==> config.mk <==
export PLATFORM = sky130hd
export DESIGN_NAME = lbist_ctrl
export DESIGN_NICKNAME = d
export VERILOG_FILES = /design/src/rtl/lbist_pkg.sv /design/src/rtl/lbist_lfsr.sv /design/src/rtl/lbist_ctrl.sv
export SDC_FILE = /design/constraint.sdc
export NUM_CORES = 1
export LEC_CHECK = 0
export BUFFER_PORTS_ARGS = -buffer_cell sky130_fd_sc_hd__buf_4
export CORE_ASPECT_RATIO = 1.2
export CORE_MARGIN = 2
export CORE_UTILIZATION = 55
export DETAILED_ROUTE_END_ITERATION = 12
export GPL_TIMING_DRIVEN = 0
export PLACE_DENSITY = 0.83
export SYNTH_ARGS = -nofsm -noshare
export SYNTH_HDL_FRONTEND = slang
export SYNTH_SLANG_ARGS = --single-unit
export TNS_END_PERCENT = 30
==> constraint.sdc <==
create_clock -name clk -period 2.49 [get_ports clk]
set_input_delay 0.1245 -clock clk [delete_from_list [all_inputs] [get_ports clk]]
set_output_delay 0.1245 -clock clk [all_outputs]
set_load 0.05 [all_outputs]
==> src/rtl/lbist_pkg.sv <==
// Shared types and constants for the logic BIST controller.
// Also holds the run-latency formula used by the controller and its users.
package lbist_pkg;

  typedef enum logic [2:0] {
    StIdle,
    StInit,
    StShift,
    StCapture,
    StUnload,
    StCompare,
    StDone
  } lbist_state_e;

  localparam logic [15:0] DefaultPrpgPoly = 16'hB400;
  localparam logic [15:0] DefaultMisrPoly = 16'hD008;
  localparam logic [15:0] DefaultSeed     = 16'hACE1;

  // Cycles from the start-edge sampling edge to test_done going high.
  function automatic int unsigned lbist_latency(input int unsigned n_patterns,
                                                input int unsigned chain_len);
    return 3 + n_patterns * (chain_len + 1) + chain_len;
  endfunction

endpackage

==> src/rtl/lbist_lfsr.sv <==
// Galois LFSR with a synchronous parallel load and an optional XOR-ed data input.
// The same block serves as pattern generator (din tied low) and as signature register.
module lbist_lfsr #(
  parameter int unsigned      WIDTH  = 16,
  parameter logic [WIDTH-1:0] POLY   = 16'hB400,
  parameter int unsigned      DATA_W = 1
) (
  input  logic              clk,
  input  logic              load,
  input  logic [WIDTH-1:0]  load_val,
  input  logic              step,
  input  logic [DATA_W-1:0] din,
  output logic [WIDTH-1:0]  value
);

  logic [WIDTH-1:0] value_next;

  always_comb begin
    value_next = (value << 1) ^ (value[WIDTH-1] ? POLY : '0) ^ WIDTH'(din);
  end

  // Load wins over step so a reset or re-seed always takes effect.
  always_ff @(posedge clk) begin
    if (load) begin
      value <= load_val;
    end else if (step) begin
      value <= value_next;
    end
  end

endmodule

==> src/rtl/lbist_ctrl.sv <==
// Logic BIST controller: drives PRPG stimulus into scan chains, compacts responses
// in a MISR and compares the final signature with a golden value.
module lbist_ctrl
  import lbist_pkg::*;
#(
  parameter int unsigned      WIDTH      = 16,
  parameter int unsigned      N_CHAINS   = 4,
  parameter int unsigned      CHAIN_LEN  = 8,
  parameter int unsigned      N_PATTERNS = 16,
  parameter logic [WIDTH-1:0] PRPG_POLY  = DefaultPrpgPoly,
  parameter logic [WIDTH-1:0] MISR_POLY  = DefaultMisrPoly,
  parameter logic [WIDTH-1:0] SEED       = DefaultSeed,
  parameter logic [WIDTH-1:0] GOLDEN_SIG = '0
) (
  input  logic                clk,
  input  logic                Rst,
  input  logic                test_start,
  output logic                test_done,
  output logic                P_F,
  output logic                busy,
  output logic                scan_en,
  output logic                capture_en,
  output logic [N_CHAINS-1:0] scan_in,
  input  logic [N_CHAINS-1:0] scan_out,
  output logic [WIDTH-1:0]    signature
);

  localparam int unsigned ShiftW = (CHAIN_LEN > 1) ? $clog2(CHAIN_LEN) : 1;
  localparam int unsigned PatW   = $clog2(N_PATTERNS + 1);
  localparam logic [ShiftW-1:0] LastShift = ShiftW'(CHAIN_LEN - 1);
  localparam logic [PatW-1:0]   NumPat    = PatW'(N_PATTERNS);

  lbist_state_e      state;
  logic              test_start_d;
  logic              armed;
  logic [ShiftW-1:0] shift_cnt;
  logic [PatW-1:0]   pat_cnt;
  logic [PatW-1:0]   pat_next;
  logic              start_edge;
  logic              run_state;
  logic              prpg_load;
  logic              prpg_step;
  logic              misr_load;
  logic              misr_step;
  logic [WIDTH-1:0]  prpg_val;
  logic [WIDTH-1:0]  misr_val;

  // armed blocks a level held high across reset from looking like a fresh edge.
  assign start_edge = test_start & ~test_start_d & armed;
  assign run_state  = (state != StIdle) && (state != StDone);
  assign pat_next   = pat_cnt + PatW'(1);

  assign prpg_load = Rst || (state == StInit);
  assign prpg_step = (state == StShift) || (state == StUnload);
  assign misr_load = Rst || (state == StInit);
  // The first load has no prior capture, so its unload data is ignored.
  assign misr_step = ((state == StShift) && (pat_cnt != '0)) || (state == StUnload);

  assign scan_in   = prpg_val[N_CHAINS-1:0];
  assign signature = misr_val;

  lbist_lfsr #(
    .WIDTH (WIDTH),
    .POLY  (PRPG_POLY),
    .DATA_W(1)
  ) u_prpg (
    .clk     (clk),
    .load    (prpg_load),
    .load_val(SEED),
    .step    (prpg_step),
    .din     (1'b0),
    .value   (prpg_val)
  );

  lbist_lfsr #(
    .WIDTH (WIDTH),
    .POLY  (MISR_POLY),
    .DATA_W(N_CHAINS)
  ) u_misr (
    .clk     (clk),
    .load    (misr_load),
    .load_val('0),
    .step    (misr_step),
    .din     (scan_out),
    .value   (misr_val)
  );

  always_ff @(posedge clk) begin
    if (Rst) begin
      state        <= StIdle;
      test_start_d <= 1'b0;
      armed        <= 1'b0;
      shift_cnt    <= '0;
      pat_cnt      <= '0;
      test_done    <= 1'b0;
      P_F          <= 1'b0;
      busy         <= 1'b0;
      scan_en      <= 1'b0;
      capture_en   <= 1'b0;
    end else begin
      test_start_d <= test_start;
      if (!test_start) begin
        armed <= 1'b1;
      end
      scan_en    <= 1'b0;
      capture_en <= 1'b0;
      if (run_state && !test_start) begin
        state     <= StIdle;
        busy      <= 1'b0;
        test_done <= 1'b0;
        P_F       <= 1'b0;
      end else begin
        unique case (state)
          StIdle: begin
            if (start_edge) begin
              state <= StInit;
              busy  <= 1'b1;
            end
          end
          StInit: begin
            shift_cnt <= '0;
            pat_cnt   <= '0;
            test_done <= 1'b0;
            P_F       <= 1'b0;
            scan_en   <= 1'b1;
            state     <= StShift;
          end
          StShift: begin
            if (shift_cnt == LastShift) begin
              shift_cnt  <= '0;
              capture_en <= 1'b1;
              state      <= StCapture;
            end else begin
              shift_cnt <= shift_cnt + ShiftW'(1);
              scan_en   <= 1'b1;
            end
          end
          StCapture: begin
            pat_cnt <= pat_next;
            scan_en <= 1'b1;
            state   <= (pat_next < NumPat) ? StShift : StUnload;
          end
          StUnload: begin
            if (shift_cnt == LastShift) begin
              shift_cnt <= '0;
              state     <= StCompare;
            end else begin
              shift_cnt <= shift_cnt + ShiftW'(1);
              scan_en   <= 1'b1;
            end
          end
          StCompare: begin
            P_F   <= (misr_val == GOLDEN_SIG);
            busy  <= 1'b0;
            state <= StDone;
          end
          StDone: begin
            if (start_edge) begin
              state     <= StInit;
              busy      <= 1'b1;
              test_done <= 1'b0;
              P_F       <= 1'b0;
            end else begin
              test_done <= 1'b1;
            end
          end
          default: state <= StIdle;
        endcase
      end
    end
  end

endmodule
Word level (Yosys, flattened, before mapping)
Index checks and enable logic that the tools add are counted.
{ "totals": {"regBits": 50, "input_bits": 7, "output_inout_bits": 25, "elab_cells": 80} }
{ "classes": {"n_addsub": 2, "magnitude_cmp": 1, "n_eq_ne": 12, "mux": 19, "bitwise_logic": 8, "n_reduce_logical": 26} }
{ "ops": {"columns": ["operator", "n"], "rows": [
  ["16-bit 2-to-1 mux", 2],
  ["16-bit XOR", 2],
  ["3-bit one-hot mux with 6 select lines", 1],
  ["16-bit zero test", 1],
  ["16-bit by 4-bit XOR with 16-bit output", 1],
  ["3-bit 2-to-1 mux", 5],
  ["3-bit == test, second input constant", 4],
  ["5-bit one-hot mux with 2 select lines", 1],
  ["2-bit AND reduction", 4],
  ["2-bit nonzero test", 4],
  ["2-bit OR reduction", 4],
  ["3-bit by 2-bit == test with 1-bit output, second input constant", 2],
  ["2-bit by 1-bit inequality test with 1-bit output, second input constant", 3],
  ["1-bit one-hot mux with 2 select lines", 3],
  ["3-bit one-hot mux with 2 select lines", 1],
  ["3-bit nonzero test", 2],
  ["5-bit by 1-bit adder with 5-bit output, second input constant", 1],
  ["5-bit < comparator, second input constant", 1],
  ["1-bit 2-to-1 mux", 5],
  ["5-bit nonzero test", 1],
  ["3-bit by 1-bit adder with 3-bit output, second input constant", 1],
  ["3-bit by 1-bit == test with 1-bit output, second input constant", 1],
  ["1-bit logical AND", 3],
  ["3-bit zero test", 1],
  ["9 further kinds", 14]
]} }

Logic depth before layout (Yosys ltp)
Gate-level depths: netlist of run 1.
{ "depth": {"word_depth": 5, "depth_mapped": 7, "ltp_nobuf": 6} }

Cells and area by module
Synthesis of run 1 repeated with hierarchy kept, for this count alone.
{ "hier_totals": {"hier_cells": 215, "hier_area_um2": 2529.9} }
{ "by_module_without_submodules": {"columns": ["module", "instances", "cells_per_inst", "area_each_um2", "seq_area_each_um2"], "rows": [
  ["lbist_ctrl", 1, 124, 1041.0, 360.3],
  ["lbist_lfsr at u_prpg", 1, 44, 757.0, 480.5],
  ["lbist_lfsr at u_misr", 1, 47, 732.0, 480.5]
]} }

Least setup slack after synthesis of run 1
No wires, ideal clock.
{ "synth_timing": {"kind": "register -> register", "start": "reg pat_cnt[0]", "end": "reg u_misr.value[11]", "setup_ns": 0.117, "arrival_time_ns": 1.654, "required_time_ns": 2.373, "slack_ns": 0.719, "stages_incl_launch_ff": 8, "path_buffers": 1, "period_less_slack_ns": 1.771, "cell_sequence": "dfxtp_1 inv_1 ha_1 or4b_4 a2bb2oi_4 buf_12 mux2i_1 nor2_1"} }
{ "synth_via": {"elab_chain_cells": 3} }
{ "synth_rtl": {"columns": ["element", "line_no", "source"], "rows": [
  ["start: declaration", "lbist_ctrl.sv:37", "logic [PatW-1:0] pat_cnt;"],
  ["start signal: assignment", "lbist_ctrl.sv:139", "pat_cnt <= pat_next;"],
  ["5-bit nonzero test", "lbist_ctrl.sv:57", "assign misr_step = ((state == StShift) && (pat_cnt != '0)) || (state == StUnload);"],
  ["1-bit logical AND", "lbist_ctrl.sv:57", null],
  ["1-bit logical OR", "lbist_ctrl.sv:57", null],
  ["end signal: assignment", "lbist_lfsr.sv:25", "value <= load_val;"],
  ["end signal: assignment", "lbist_lfsr.sv:27", "value <= value_next;"],
  ["end: declaration", "lbist_lfsr.sv:13", "output logic [WIDTH-1:0] value"]
]} }
No other way between the ends.
A chain may end at the register's enable or synchronous reset.

Worst setup path in the final report of run 1
{ "layout_timing": {"start": "reg pat_cnt[0]", "end": "reg u_misr.value[13]"} }
Same word-level chain as after synthesis.

==> results of run 1 <==
-- final cells by class --
type,count,area [um2]
multi-input combinational,153,1005
sequential,38,760.7
timing repair buffer,31,232.7
clock buffer,7,76.32
fill,289,1044
clock inverter,1,30.03
inverter,9,33.78
buffer,22,138.9
tap,37,46.29
-- flip-flops by register name, summed over array words and instances, names as in the netlist --
register,flops
P_F,1
armed,1
busy,1
capture_en,1
pat_cnt,5
scan_en,1
shift_cnt,3
state,3
test_done,1
test_start_d,1
u_misr.value,16
u_prpg.value,4
-- cells by family after synthesis --
kind of cell               Yosys count  share of synthesized area [%]
adders and majority gates            5                          3.228
AOI/OAI and AO/OA                   52                          17.17
and+or+nand+nor                     70                          18.66
buffers and inverters               31                          8.909
DFF                                 38                          39.25
muxes                               16                          8.263
xor gates and xnor gates            10                          4.519
-- per-layer routing --
layer	vias to the layer above	share of wire, %
li1	846	-
met1	762	41
met2	58	51
met3	9	5.9
met4	0	2.3
met5	-	0
-- cells in the final DEF, fill, tap and decap left out, drive strengths merged, types with 4 or more instances in the layout --
master / n
nand2: 12
a21oi: 19
ha: 5
xor2: 7
nor3: 5
inv: 8
nand3: 4
nor2: 24
o21ai: 14
nand2b: 4
buf: 45
o22ai: 4
dfxtp: 38
clkbuf: 15
mux2i: 16
-- critical path, stage by stage, from the launching register on --
cell and delay [ps]:
dfxtp_1 340, inv_1 80, ha_1 130, or4b_4 470, a2bb2oi_4 350, buf_12 190, mux2i_1 190, nor2_1 60
-- power breakdown --
| part | total, mW | internal [mW] | leakage, nW | switching (mW) |
|---|---|---|---|---|
| clock network | 0.509 | 0.300 | 0.0524 | 0.210 |
| registers | 0.627 | 0.618 | 0.307 | 0.00905 |
| logic | 0.104 | 0.0391 | 0.754 | 0.0647 |
| total | 1.24 | 0.956 | 1.11 | 0.283 |
-- stage by stage --
| step | area (um2) | utilization, % | total power, mW |
|---|---|---|---|
| floorplan | 1938 | - | 0.7106 |
| global placement | 2217 | 65.85 | 0.7413 |
| detailed placement | 2217 | 65.85 | 0.7434 |
| CTS | 2323 | 69.01 | 1.254 |
| global route | 2323 | 69.01 | 1.282 |
| finish | 2323 | 69.01 | 1.240 |
-- cells in the mapped netlist --
| master | count | share of area (%) |
|---|---|---|
| or2_2 | 1 | 0.32 |
| xor2_1 | 7 | 3.2 |
| nand3_1 | 4 | 1.0 |
| nor2b_1 | 3 | 0.97 |
| inv_1 | 8 | 1.5 |
| nor3_1 | 5 | 1.3 |
| a211oi_1 | 3 | 1.2 |
| buf_12 | 1 | 1.0 |
| o211ai_1 | 1 | 0.39 |
| nand3b_1 | 2 | 0.77 |
| buf_4 | 10 | 3.9 |
| clkinv_1 | 1 | 0.19 |
| clkbuf_1 | 8 | 1.5 |
| a21oi_1 | 19 | 4.9 |
| a2bb2oi_4 | 1 | 1.4 |
| nor3b_1 | 2 | 0.77 |
| nand2b_1 | 4 | 1.3 |
| nand2_1 | 12 | 2.3 |
| o22ai_1 | 4 | 1.3 |
| dfxtp_1 | 38 | 39 |
| buf_1 | 1 | 0.19 |
| nor4b_1 | 3 | 1.4 |
| a22oi_1 | 1 | 0.39 |
| ha_1 | 5 | 3.2 |
| o41ai_1 | 1 | 0.45 |
| buf_2 | 2 | 0.52 |
| o32a_1 | 1 | 0.52 |
| a22o_1 | 1 | 0.45 |
| o21bai_1 | 1 | 0.39 |
| nor2_1 | 24 | 4.6 |
| o211a_1 | 1 | 0.52 |
| a21o_1 | 1 | 0.39 |
| and3b_1 | 2 | 0.90 |
| mux2i_1 | 16 | 8.3 |
| nand4_1 | 3 | 0.97 |
| and3_1 | 2 | 0.65 |
| o22a_1 | 3 | 1.4 |
| xnor2_1 | 3 | 1.4 |
| or4b_4 | 1 | 0.71 |
| nor4_1 | 2 | 0.65 |
| o21ai_0 | 14 | 3.6 |
-- worst paths after layout --
kind / start / cells past startpoint / slack, ps / end
worst max-delay path: pat_cnt[0] / 7 / 560 / u_misr.value[13]
worst min-delay path: scan_out[0] / 3 / 100 / u_misr.value[0]
worst max register to register: pat_cnt[0] / 7 / 560 / u_misr.value[13]
worst min register to register: armed / 2 / 440 / armed
==> results.tsv, run 1 <==
metric	value	unit
status	completed	
drt via density	5.621	
IO Count	32	
Max-Cap Viols	0	
post-synthesis sequential area ratio	39.25	%
vias	1675	
worst hold margin	100.0	ps
highest clock rate	517.3	MHz
DRT Pass-1 Iters	4	
synthesized net count	234	
share of cells above drive strength 1	20.31	%
met3 Use GR	5.816	%
first-pass GRT wire length	7024	um
Final period util	77.64	%
arrival time worst endpoint	2120	ps
crit path time final	1933	ps
Finished Layout Cells	298	
DRC errors left	0	
M1 GR Usage	25.98	%
met2 usage	37.50	%
PostCTS Resize Cnt	0	
gr usage total	22.48	%
full die area	4017	um2
Syn Inst Count	222	
crit path max fanout	10	
Die Ht	69.03	um
Placer Congestion	0.8124	
Worst Tran Pin Value	741.2	ps
pwr/cell area	533.5	nW/um2
die width	58.19	um
Post-CTS Setup Inserts	0	
CTS tree	built	
setup TNS	0	ps
largest net degree at the start of global routing	12	
cts hold-fix bufs	0	
wire length per cell	14.06	um
CP required	2670	ps
clock buffer depth	2	
post-route ant nets	0	
Post-Place Worst Slack	560.0	ps
Reg clk slew, reported paths	70	ps
PortBufs	31	
#FFs+latches synth	38	
Synth Cell Area	1938	um2
RSZ-0062 raised after global routing	no	
vias in the first global route	1545	
Worst VDD drop	0.3667	mV
HP Class	in2reg	
Starting Density	57.56	%
final setup violation count	0	
initial antenna violation count	0	
Max H-tree Level	2	
nets	272	
Syn-to-layout area delta	19.88	%
worst setup margin	556.8	ps
Std-Cell Core Area	3367	um2
final hold vios	0	
GR peak layer	met2	
CTS Sinks	38	
DP Wirelength	3046	um
CTS buffer count	5	
Slew HR	50.49	%
Leakage	1.114	nW
Worst Skew	9.736	ps
num rows	23	
WS Path Type	reg2reg	
grt total ovfl	0	
Yosys Warn Count	0	
Yosys cell types	41	
Mean Syn Cell Area	8.730	um2
type of origin of the critical path	register	
diodes inserted	0	
Slew Limit Fails	0	
Worst setup EP type	register	
drt total wl	4190	um
DP Cell Count	290	
initial drt markers	111	
clk root buf	clkbuf_8	
Clk Latency, worst-skew pair	300	ps
Power figures use the tool's default switching activity.
==> run 2: changes to the inputs <==
==> constraint.sdc (replaced) <==
create_clock -name clk -period 1.9 [get_ports clk]
set_input_delay 0.095 -clock clk [delete_from_list [all_inputs] [get_ports clk]]
set_output_delay 0.095 -clock clk [all_outputs]
set_load 0.05 [all_outputs]
==> run 2 against run 1 <==
Against the previous run: fmax up 7.6%; first-iteration DRC count down 18%; critical path depth unchanged; count of clock-buffer cells in the layout unchanged; power up 31%; via count up 2.2%; clock power up 31%; combinational power up 32%; sequential share of layout area down 0.54 points.
==> results.tsv, run 2 (synthesis gave the netlist of run 1 again) <==
metric	value	unit
total power	1.624	mW
HP Class	in2reg	
commonest non-fill, non-tap cell in the layout	buf_4	
largest net degree at the start of global routing	12	
Slowest-stage cell, CP	or4b_4	
Max-Cap Viols	0	
Slew Limit Fails	0	
first-pass GRT wire length	7127	um
share of cells above drive strength 1	22.81	%
nets	274	
worst setup margin	103.9	ps
CTS tree	built	
num rows	23	
DRC errors left	0	
status	completed	
Final period util	94.53	%
final setup violation count	0	
crit path time final	1796	ps
CP required	2060	ps
clock buffer depth	2	
Leakage	1.137	nW
pwr/cell area	686.5	nW/um2
Max stage delay on crit path	470	ps
Worst VDD drop	0.4808	mV
drt via density	5.707	
initial antenna violation count	0	
arrival time worst endpoint	1960	ps
Post-Place Worst Slack	-29.99	ps
Critical Path, Cell by Cell	inv_1 > ha_1 > or4b_4 > a2bb2oi_4 > buf_12 > mux2i_1 > nor2_1	
most frequent cells in the layout	buf_4 (42), dfxtp_1 (37), nor2_1 (24)	
diodes inserted	0	
grt total ovfl	0	
Placer Congestion	0.8124	
largest register by flop count	u_misr.value	
crit path max fanout	4	
CTS Sinks	38	
Die Ht	69.03	um
die width	58.19	um
WS Path Type	reg2reg	
CTS buffer count	5	
PortBufs	31	
Reg clk slew, reported paths	70	ps
cts hold-fix bufs	0	
final hold vios	0	
vias in the first global route	1573	
Starting Density	57.56	%
Max H-tree Level	2	
clk root buf	clkbuf_8	
drt total wl	4275	um
vias	1712	
DP Wirelength	3046	um
max FFs per register	16	
highest clock rate	556.8	MHz
Filler Cell Count	279	
full die area	4017	um2
post-route ant nets	0	
IO Count	32	
type of origin of the critical path	register	
biggest regs	u_misr.value x16, pat_cnt x5, u_prpg.value x4	
Std-Cell Core Area	3367	um2
Worst setup EP type	register	
Slew HR	71.14	%
worst hold margin	66.92	ps
gr usage total	22.97	%
Worst Skew	6.899	ps
wire length per cell	14.25	um
RSZ-0062 raised after global routing	no	
Worst Tran Pin Value	426.9	ps
DRT Pass-1 Iters	4	
Syn-to-layout area delta	22.08	%
Clk Latency, worst-skew pair	290	ps
initial drt markers	91	
[run 2: cell types whose count changed in the layout (fill, tap and decap cells not counted), sizes merged]
cell / previous run / this run
clkinvlp: 0 / 1
clkbuf: 15 / 16
buf: 45 / 46
clkinv: 1 / 0
[run 2: final timing paths]
check / cells after the start / endpoint / startpoint / slack, ps
max: 7 / u_misr.value[3] / pat_cnt[0] / 100
min: 3 / u_misr.value[0] / scan_out[0] / 70
max reg2reg: 7 / u_misr.value[3] / pat_cnt[0] / 100
min reg2reg: 2 / armed / armed / 440
[run 2: through the flow]
step	instances	setup TNS [ps]	util (%)	cell area, um2
2_1_floorplan	222	0	-	1938
3_3_place_gp	290	-31.70	65.85	2217
3_5_place_dp	290	-128.9	65.85	2217
4_1_cts	300	0	69.83	2351
5_1_grt	300	0	70.27	2366
6_report	300	0	70.27	2366
[run 2: timing repair]
action	4_1_cts	5_1_grt
pin swaps	1	0
buffers inserted	2	0
endpoints found under the setup margin	9	19
resized for setup	0	5
[run 2: final cells by class]
class | count | area (um2) | share of cell area [%]
sequential | 38 | 762.0 | 32.21
timing repair buffer | 33 | 260.3 | 11.00
clock buffer | 7 | 76.32 | 3.226
tap | 37 | 46.29 | 1.957
inverter | 9 | 37.54 | 1.586
clock inverter | 1 | 30.03 | 1.269
multi-input combinational | 153 | 1013 | 42.83
buffer | 22 | 140.1 | 5.923
[run 2: report_power, final]
group          internal (mW)  leakage [nW]  switching (mW)
Sequential             0.809         0.308          0.0118
Combinational         0.0519         0.777          0.0853
Clock                  0.392        0.0524           0.273
[run 2: worst max-delay path: cells and delay by family (launching register included)]
family                   cells  cell delay, ps
flip-flops                   1             340
AND/OR/NAND/NOR              2             530
buffers and inverters        2             220
AO/OA/AOI/OAI                1             250
multiplexers                 1             200
adder cells (fa/ha/maj)      1             130
[run 2: metal layers]
layer / part of all wire [%] / track usage (%) / routed length (um)
met1: 41 / 26.10 / 1755
met2: 50 / 37.37 / 2141
met5: 0 / 0 / 0
met3: 6.0 / 6.942 / 256
met4: 2.9 / 12.92 / 122
